$ cat src/rtl/fft_seq_ctrl.sv
// Frame sequencer around a pipelined DIF FFT: frames the input stream, flushes with
// zero padding, and tags pipeline output with frame markers, bit-reversed bins and clip status.
module fft_seq_ctrl #(
  parameter int IN_W         = 10,
  parameter int TOTAL_STAGES = 8,
  parameter int OUT_W        = IN_W + TOTAL_STAGES,
  parameter int MAX_INFLIGHT = 3
) (
  input  logic                           mclk,
  input  logic                           i_init,
  input  logic                           i_vld,
  input  logic signed [IN_W-1:0]         i_I,
  input  logic signed [IN_W-1:0]         i_Q,
  input  logic                           i_flush,
  output logic                           o_rdy,
  output logic                           o_p_init,
  output logic                           o_p_vld,
  output logic signed [IN_W-1:0]         o_p_I,
  output logic signed [IN_W-1:0]         o_p_Q,
  input  logic                           i_p_vld,
  input  logic signed [OUT_W-1:0]        i_p_I,
  input  logic signed [OUT_W-1:0]        i_p_Q,
  input  logic                           i_p_clip_strb,
  output logic                           o_vld,
  output logic signed [OUT_W-1:0]        o_I,
  output logic signed [OUT_W-1:0]        o_Q,
  output logic                           o_sof,
  output logic                           o_eof,
  output logic [TOTAL_STAGES-1:0]        o_bin,
  output logic                           o_frame_clip,
  output logic                           o_flush_done
);

  localparam int RW = $clog2(MAX_INFLIGHT + 1);
  localparam logic [TOTAL_STAGES-1:0] CNT_LAST = '1;
  localparam logic [TOTAL_STAGES-1:0] CNT_ONE  = TOTAL_STAGES'(1);
  localparam logic [RW-1:0]           R_MAX    = RW'(MAX_INFLIGHT);
  localparam logic [RW-1:0]           R_ONE    = RW'(1);

  typedef enum logic [1:0] {RUN, PAD, DRAIN} state_t;

  state_t                  state, state_nxt;
  logic [TOTAL_STAGES-1:0] in_cnt, in_cnt_nxt;
  logic [TOTAL_STAGES-1:0] out_cnt;
  logic [RW-1:0]           r_cnt, r_nxt;
  logic                    init_pulse_p1;
  logic                    sticky;
  logic                    rdy, accept, push, drain_done, flush_now;
  logic                    p_live, emit, emit_eof, frame_start, frame_end;

  function automatic logic [TOTAL_STAGES-1:0] bit_rev(input logic [TOTAL_STAGES-1:0] v);
    logic [TOTAL_STAGES-1:0] r;
    for (int k = 0; k < TOTAL_STAGES; k++) r[k] = v[TOTAL_STAGES-1-k];
    return r;
  endfunction

  assign rdy    = (state == RUN) & ~i_init & ~((in_cnt == '0) & (r_cnt == R_MAX));
  assign o_rdy  = rdy;
  assign accept = i_vld & rdy;

  // Pipeline output is stale while the pipeline itself is being reset.
  assign p_live      = i_p_vld & ~init_pulse_p1;
  assign emit        = p_live & (r_cnt != '0);
  assign emit_eof    = emit & (out_cnt == CNT_LAST);
  assign frame_start = accept & (in_cnt == '0);
  assign frame_end   = emit_eof;

  assign o_p_init = i_init | init_pulse_p1;

  always_comb begin
    state_nxt  = state;
    in_cnt_nxt = in_cnt;
    r_nxt      = r_cnt;
    push       = 1'b0;
    drain_done = 1'b0;
    flush_now  = 1'b0;
    case ({frame_start, frame_end})
      2'b10:   r_nxt = r_cnt + R_ONE;
      2'b01:   r_nxt = r_cnt - R_ONE;
      default: r_nxt = r_cnt;
    endcase
    case (state)
      RUN: begin
        push = accept;
        if (accept) in_cnt_nxt = in_cnt + CNT_ONE;
        if (i_flush) begin
          if (in_cnt_nxt != '0)  state_nxt = PAD;
          else if (r_nxt != '0)  state_nxt = DRAIN;
          else                   flush_now = 1'b1;
        end
      end
      PAD: begin
        push       = 1'b1;
        in_cnt_nxt = in_cnt + CNT_ONE;
        if (in_cnt == CNT_LAST) state_nxt = DRAIN;
      end
      DRAIN: begin
        if (r_nxt == '0) begin
          drain_done = 1'b1;
          in_cnt_nxt = '0;
          state_nxt  = RUN;
        end else begin
          push       = 1'b1;
          in_cnt_nxt = in_cnt + CNT_ONE;
        end
      end
      default: state_nxt = RUN;
    endcase
  end

  // Control state
  always_ff @(posedge mclk) begin
    if (i_init) begin
      state         <= RUN;
      in_cnt        <= '0;
      out_cnt       <= '0;
      r_cnt         <= '0;
      sticky        <= 1'b0;
      init_pulse_p1 <= 1'b0;
      o_flush_done  <= 1'b0;
    end else begin
      state         <= state_nxt;
      in_cnt        <= in_cnt_nxt;
      r_cnt         <= r_nxt;
      init_pulse_p1 <= drain_done;
      o_flush_done  <= drain_done | flush_now;
      if (drain_done)  out_cnt <= '0;
      else if (p_live) out_cnt <= out_cnt + CNT_ONE;
      if (emit_eof || drain_done)                     sticky <= 1'b0;
      else if (i_p_clip_strb && r_cnt != '0 && !init_pulse_p1) sticky <= 1'b1;
    end
  end

  // Input stage p1: accepted samples or zero pad toward the pipeline
  always_ff @(posedge mclk) begin
    if (i_init) begin
      o_p_vld <= 1'b0;
      o_p_I   <= '0;
      o_p_Q   <= '0;
    end else begin
      o_p_vld <= push;
      o_p_I   <= (state == RUN && accept) ? i_I : '0;
      o_p_Q   <= (state == RUN && accept) ? i_Q : '0;
    end
  end

  // Output stage p1: tagged pipeline samples toward the consumer
  always_ff @(posedge mclk) begin
    if (i_init) begin
      o_vld        <= 1'b0;
      o_I          <= '0;
      o_Q          <= '0;
      o_sof        <= 1'b0;
      o_eof        <= 1'b0;
      o_bin        <= '0;
      o_frame_clip <= 1'b0;
    end else begin
      o_vld        <= emit;
      o_I          <= emit ? i_p_I : '0;
      o_Q          <= emit ? i_p_Q : '0;
      o_sof        <= emit & (out_cnt == '0);
      o_eof        <= emit_eof;
      o_bin        <= emit ? bit_rev(out_cnt) : '0;
      o_frame_clip <= emit_eof & (sticky | i_p_clip_strb);
    end
  end

endmodule

$ cat config.mk
export PLATFORM = sky130hd
export DESIGN_NAME = fft_seq_ctrl
export DESIGN_NICKNAME = d
export VERILOG_FILES = /design/src/rtl/fft_seq_ctrl.sv
export SDC_FILE = /design/constraint.sdc
export NUM_CORES = 1
export LEC_CHECK = 0
export CORE_MARGIN = 2
export CORE_UTILIZATION = 43
export CTS_CLUSTER_SIZE = 30
export DETAILED_ROUTE_END_ITERATION = 8
export HOLD_SLACK_MARGIN = 0.1
export MAX_ROUTING_LAYER = met4
export PLACE_DENSITY = 0.79
export REMOVE_ABC_BUFFERS = 1
export SKIP_LAST_GASP = 1
export SLEW_MARGIN = 5
export SYNTH_ARGS = -nofsm -noshare
export SYNTH_HDL_FRONTEND = slang
export SYNTH_SLANG_ARGS = --single-unit
$ cat constraint.sdc
create_clock -name mclk -period 3.9 [get_ports mclk]
set_clock_uncertainty 0.2 [all_clocks]
set_input_delay 0.78 -clock mclk [delete_from_list [all_inputs] [get_ports mclk]]
set_output_delay 0.78 -clock mclk [all_outputs]
set_load 0.03 [all_outputs]
==> impl_metrics.tcl <==
set metrics [dict create \
    holdCritPathClass "flip-flop to flip-flop" \
    num_vias 2838 \
    area_growth_pct 47.2 \
    antenna_found_initial 0 \
    setup_viol 0 \
    combinationalPowerShare 0.299 \
    cp-end-kind "flip-flop" \
    yosysSeqAreaShare 0.541 \
    crit_path_max_incr_delay_ps 500 \
    wire_per_inst_um 13.9 \
    ant_nets 0 \
    drv_slew 0 \
    worst_setup_path_start_kind "input pin" \
    initial_core_util 0.443 \
    path_class "input pin to flip-flop" \
    max_slew.worst_pin.slew_ps 480 \
    rr_startpoint "in_cnt[4]" \
    period_share 0.917 \
    wl_um 8110 \
    p_per_area_mw_per_mm2 484 \
    leakage_nw 1.93 \
    pin_count 134 \
    power_mw 2.43 \
    diodes 0 \
    switchingPower_mw 0.786 \
    cap_violations 0 \
    ir_drop_mv 0.266 \
    first_pass_iters 4 \
    ctsResizeCount 0 \
    dp_slack_ps -13.3 \
    startpoint "i_p_vld" \
    synthSimpleGateAreaFrac 0.259 \
    die_h_um 93.0 \
    synth_xor_area_frac 0.0283 \
    synth_compound_area_frac 0.0926 \
    clock_latency_ps 340 \
    postCtsSetupBuffers 0 \
    p_seq_frac 0.442 \
    async_flop_share 0 \
    grt_pass1_vias 2604 \
    drc 0 \
    cp.required_ps 3940 \
    slowest_stage "a311oi_2" \
    dpl.cell_count 566 \
    clkSlewWorstSetupHoldPaths_ps 90 \
    place_hpwl_um 6100 \
    stdcell_count 582 \
    rsz0062_at_grt "no" \
    syn_inst 343 \
    synth_top_family_by_area "simple AND/OR/NAND/NOR gates" \
    ys_warn_count 0 \
    synthFlopType "dfxtp_1" \
    relSlewSlack 0.680 \
    rr_worst_depth 10 \
    synth_edf_count 0 \
    outcome "complete, no violations" \
    switching_share 0.324 \
    die_x_um 93.0 \
    htree_levels 3 \
    muxShareOfSynthArea 0.00698 \
    portBuffers 133 \
    worst-path-max-fanout 7 \
    cts-root-buf "clkbuf_8" \
    fin_ws_ps 323 \
    r2r-end "in_cnt[2]" \
    ys_types 51 \
    routed_via_density 4.88 \
    critical_path.endpoint "in_cnt[2]" \
    synth_adder_area_share 0.0368 \
    grt_pass1_wl_um 13000 \
    core_area_mm2 0.00769 \
    cts_sinks 92 \
    synth.avg_cell_area_um2 9.93 \
    fmax_mhz 280 \
    grt_start_max_net_pins 45 \
    reg2reg_setup_slack_ps 600 \
    p_clk_frac 0.259 \
    hold_buffers 0 \
    hold_violations 0 \
    numCtsBuffers 9 \
    finalSetupTns_ps 0 \
    cts_tree "done" \
    arrival_ps 3610 \
    ys_ff_latch 92 \
    drive_gt1_frac 0.0646 \
    p_int_mw 1.64 \
    drt_iter0_markers 145 \
    num-nets-final 547 \
    grt_usage 0.196 \
    cp_cell_sequence "clkdlybuf4s50_1 -> nor2b_1 -> nand3_1 -> nor3_1 -> ha_1 -> or3_4 -> a311oi_2 -> or2_1 -> or3_1 -> a31oi_1" \
    gp_congestion 0.880 \
    fillCellCount 638 \
    grt_overflow 0 \
    fin_crit_ps 3580 \
    clockBufferDepth 2 \
    core.rowCount 32 \
    die_area_mm2 0.00865 \
    syn_area_mm2 0.00340 \
]
[worst min path at each step]
stage	from	to	slack, ps	cells after the start
after CTS	sticky	o_frame_clip	290	1
after global routing	sticky	o_frame_clip	330	1
after detailed placement	sticky	o_frame_clip	260	1
after global placement	sticky	o_frame_clip	260	1
after floorplan	sticky	o_frame_clip	240	1
final	sticky	o_frame_clip	290	1
[area by class of cell]
cell class              count  area [µm²]  share of cell area
repair buffers            138        1370               0.273
multi-input cells         225        1450               0.289
flip-flops and latches     92        1840               0.368
clock buffers              11         131              0.0262
well taps                 102         128              0.0255
inverters                   9        33.8             0.00674
clock inverters             5        60.1              0.0120
[cell usage after synthesis, types with 2 or more instances]
cell type	number	area share
nand2_1	15	0.017
a31oi_1	3	0.0055
or4_1	2	0.0044
buf_6	2	0.0066
or3_1	8	0.015
and3_1	5	0.0092
o21a_1	2	0.0044
nand3b_1	2	0.0044
clkbuf_1	11	0.012
a221oi_2	2	0.0088
o21ai_0	14	0.021
xor2_1	5	0.013
ha_1	10	0.037
inv_1	9	0.0099
dfxtp_1	92	0.54
nor2b_1	3	0.0055
and2_1	61	0.11
nand3_1	7	0.010
nor3b_1	3	0.0066
nand4_1	4	0.0073
o21bai_1	2	0.0044
xnor2_1	6	0.015
o31a_1	2	0.0051
nor3_1	6	0.0088
a21oi_1	11	0.016
buf_2	2	0.0029
nor2_1	30	0.033
[registers in the layout, summed over array words and instances, names as in the netlist]
signal	cells
o_flush_done	1
o_frame_clip	1
r_cnt	2
o_p_Q	10
o_vld	1
o_p_I	10
o_Q	18
o_I	18
out_cnt	8
init_pulse_p1	1
o_bin	8
o_p_vld	1
o_eof	1
sticky	1
state	2
in_cnt	8
o_sof	1
[worst max-delay path, delay by kind of cell]
kind / cells / cell delay, ps
adder cells (fa/ha/maj): 1 / 360
AO/OA/AOI/OAI: 2 / 570
AND/OR/NAND/NOR: 6 / 1460
buffers and inverters: 1 / 440
[stage by stage]
stage	hold slack, ps	area [µm²]	utilization
global route	328	5010	0.652
finish	293	5010	0.652
floorplan	241	3320	-
detailed placement	257	4820	0.627
CTS	294	5010	0.652
global placement	264	4820	0.627
[placed cells by master (no fill, tap or decap), types with 5 or more instances in the layout]
cell type | netlist | final
xor2_1 | 5 | 5
clkdlybuf4s50_1 | 0 | 133
clkbuf_8 | 0 | 9
buf_4 | 1 | 5
nor2_1 | 30 | 29
or3_1 | 8 | 8
nand2_1 | 15 | 15
ha_1 | 10 | 10
xnor2_1 | 6 | 6
inv_1 | 9 | 9
o21ai_0 | 14 | 14
nor3_1 | 6 | 6
a21oi_1 | 11 | 11
nand3_1 | 7 | 7
dfxtp_1 | 92 | 92
and3_1 | 5 | 5
and2_1 | 61 | 61
[power by group through the flow]
stage               Clock [mW]  Combinational (mW)  Sequential (mW)
floorplan                    0               0.369             1.17
finish                   0.628               0.726             1.07
global placement             0               0.706             1.09
global route             0.686               0.805             1.08
CTS                      0.644               0.727             1.07
detailed placement           0               0.722             1.09
[per-layer routing]
layer	track usage	vias up	part of all wire
met4	0.0784	0	0.015
met3	0.0379	8	0.073
met1	0.245	1295	0.43
met2	0.316	127	0.48
li1	-	1408	-
met5	-	-	0
[cell families after synthesis]
kind of cell / after synthesis
and+or+nand+nor: 157
DFF: 92
AOI/OAI and AO/OA: 45
buffers and inverters: 26
xor gates and xnor gates: 11
adders and majority gates: 10
muxes: 2
Note: power is estimated with default switching activity, not from simulation.
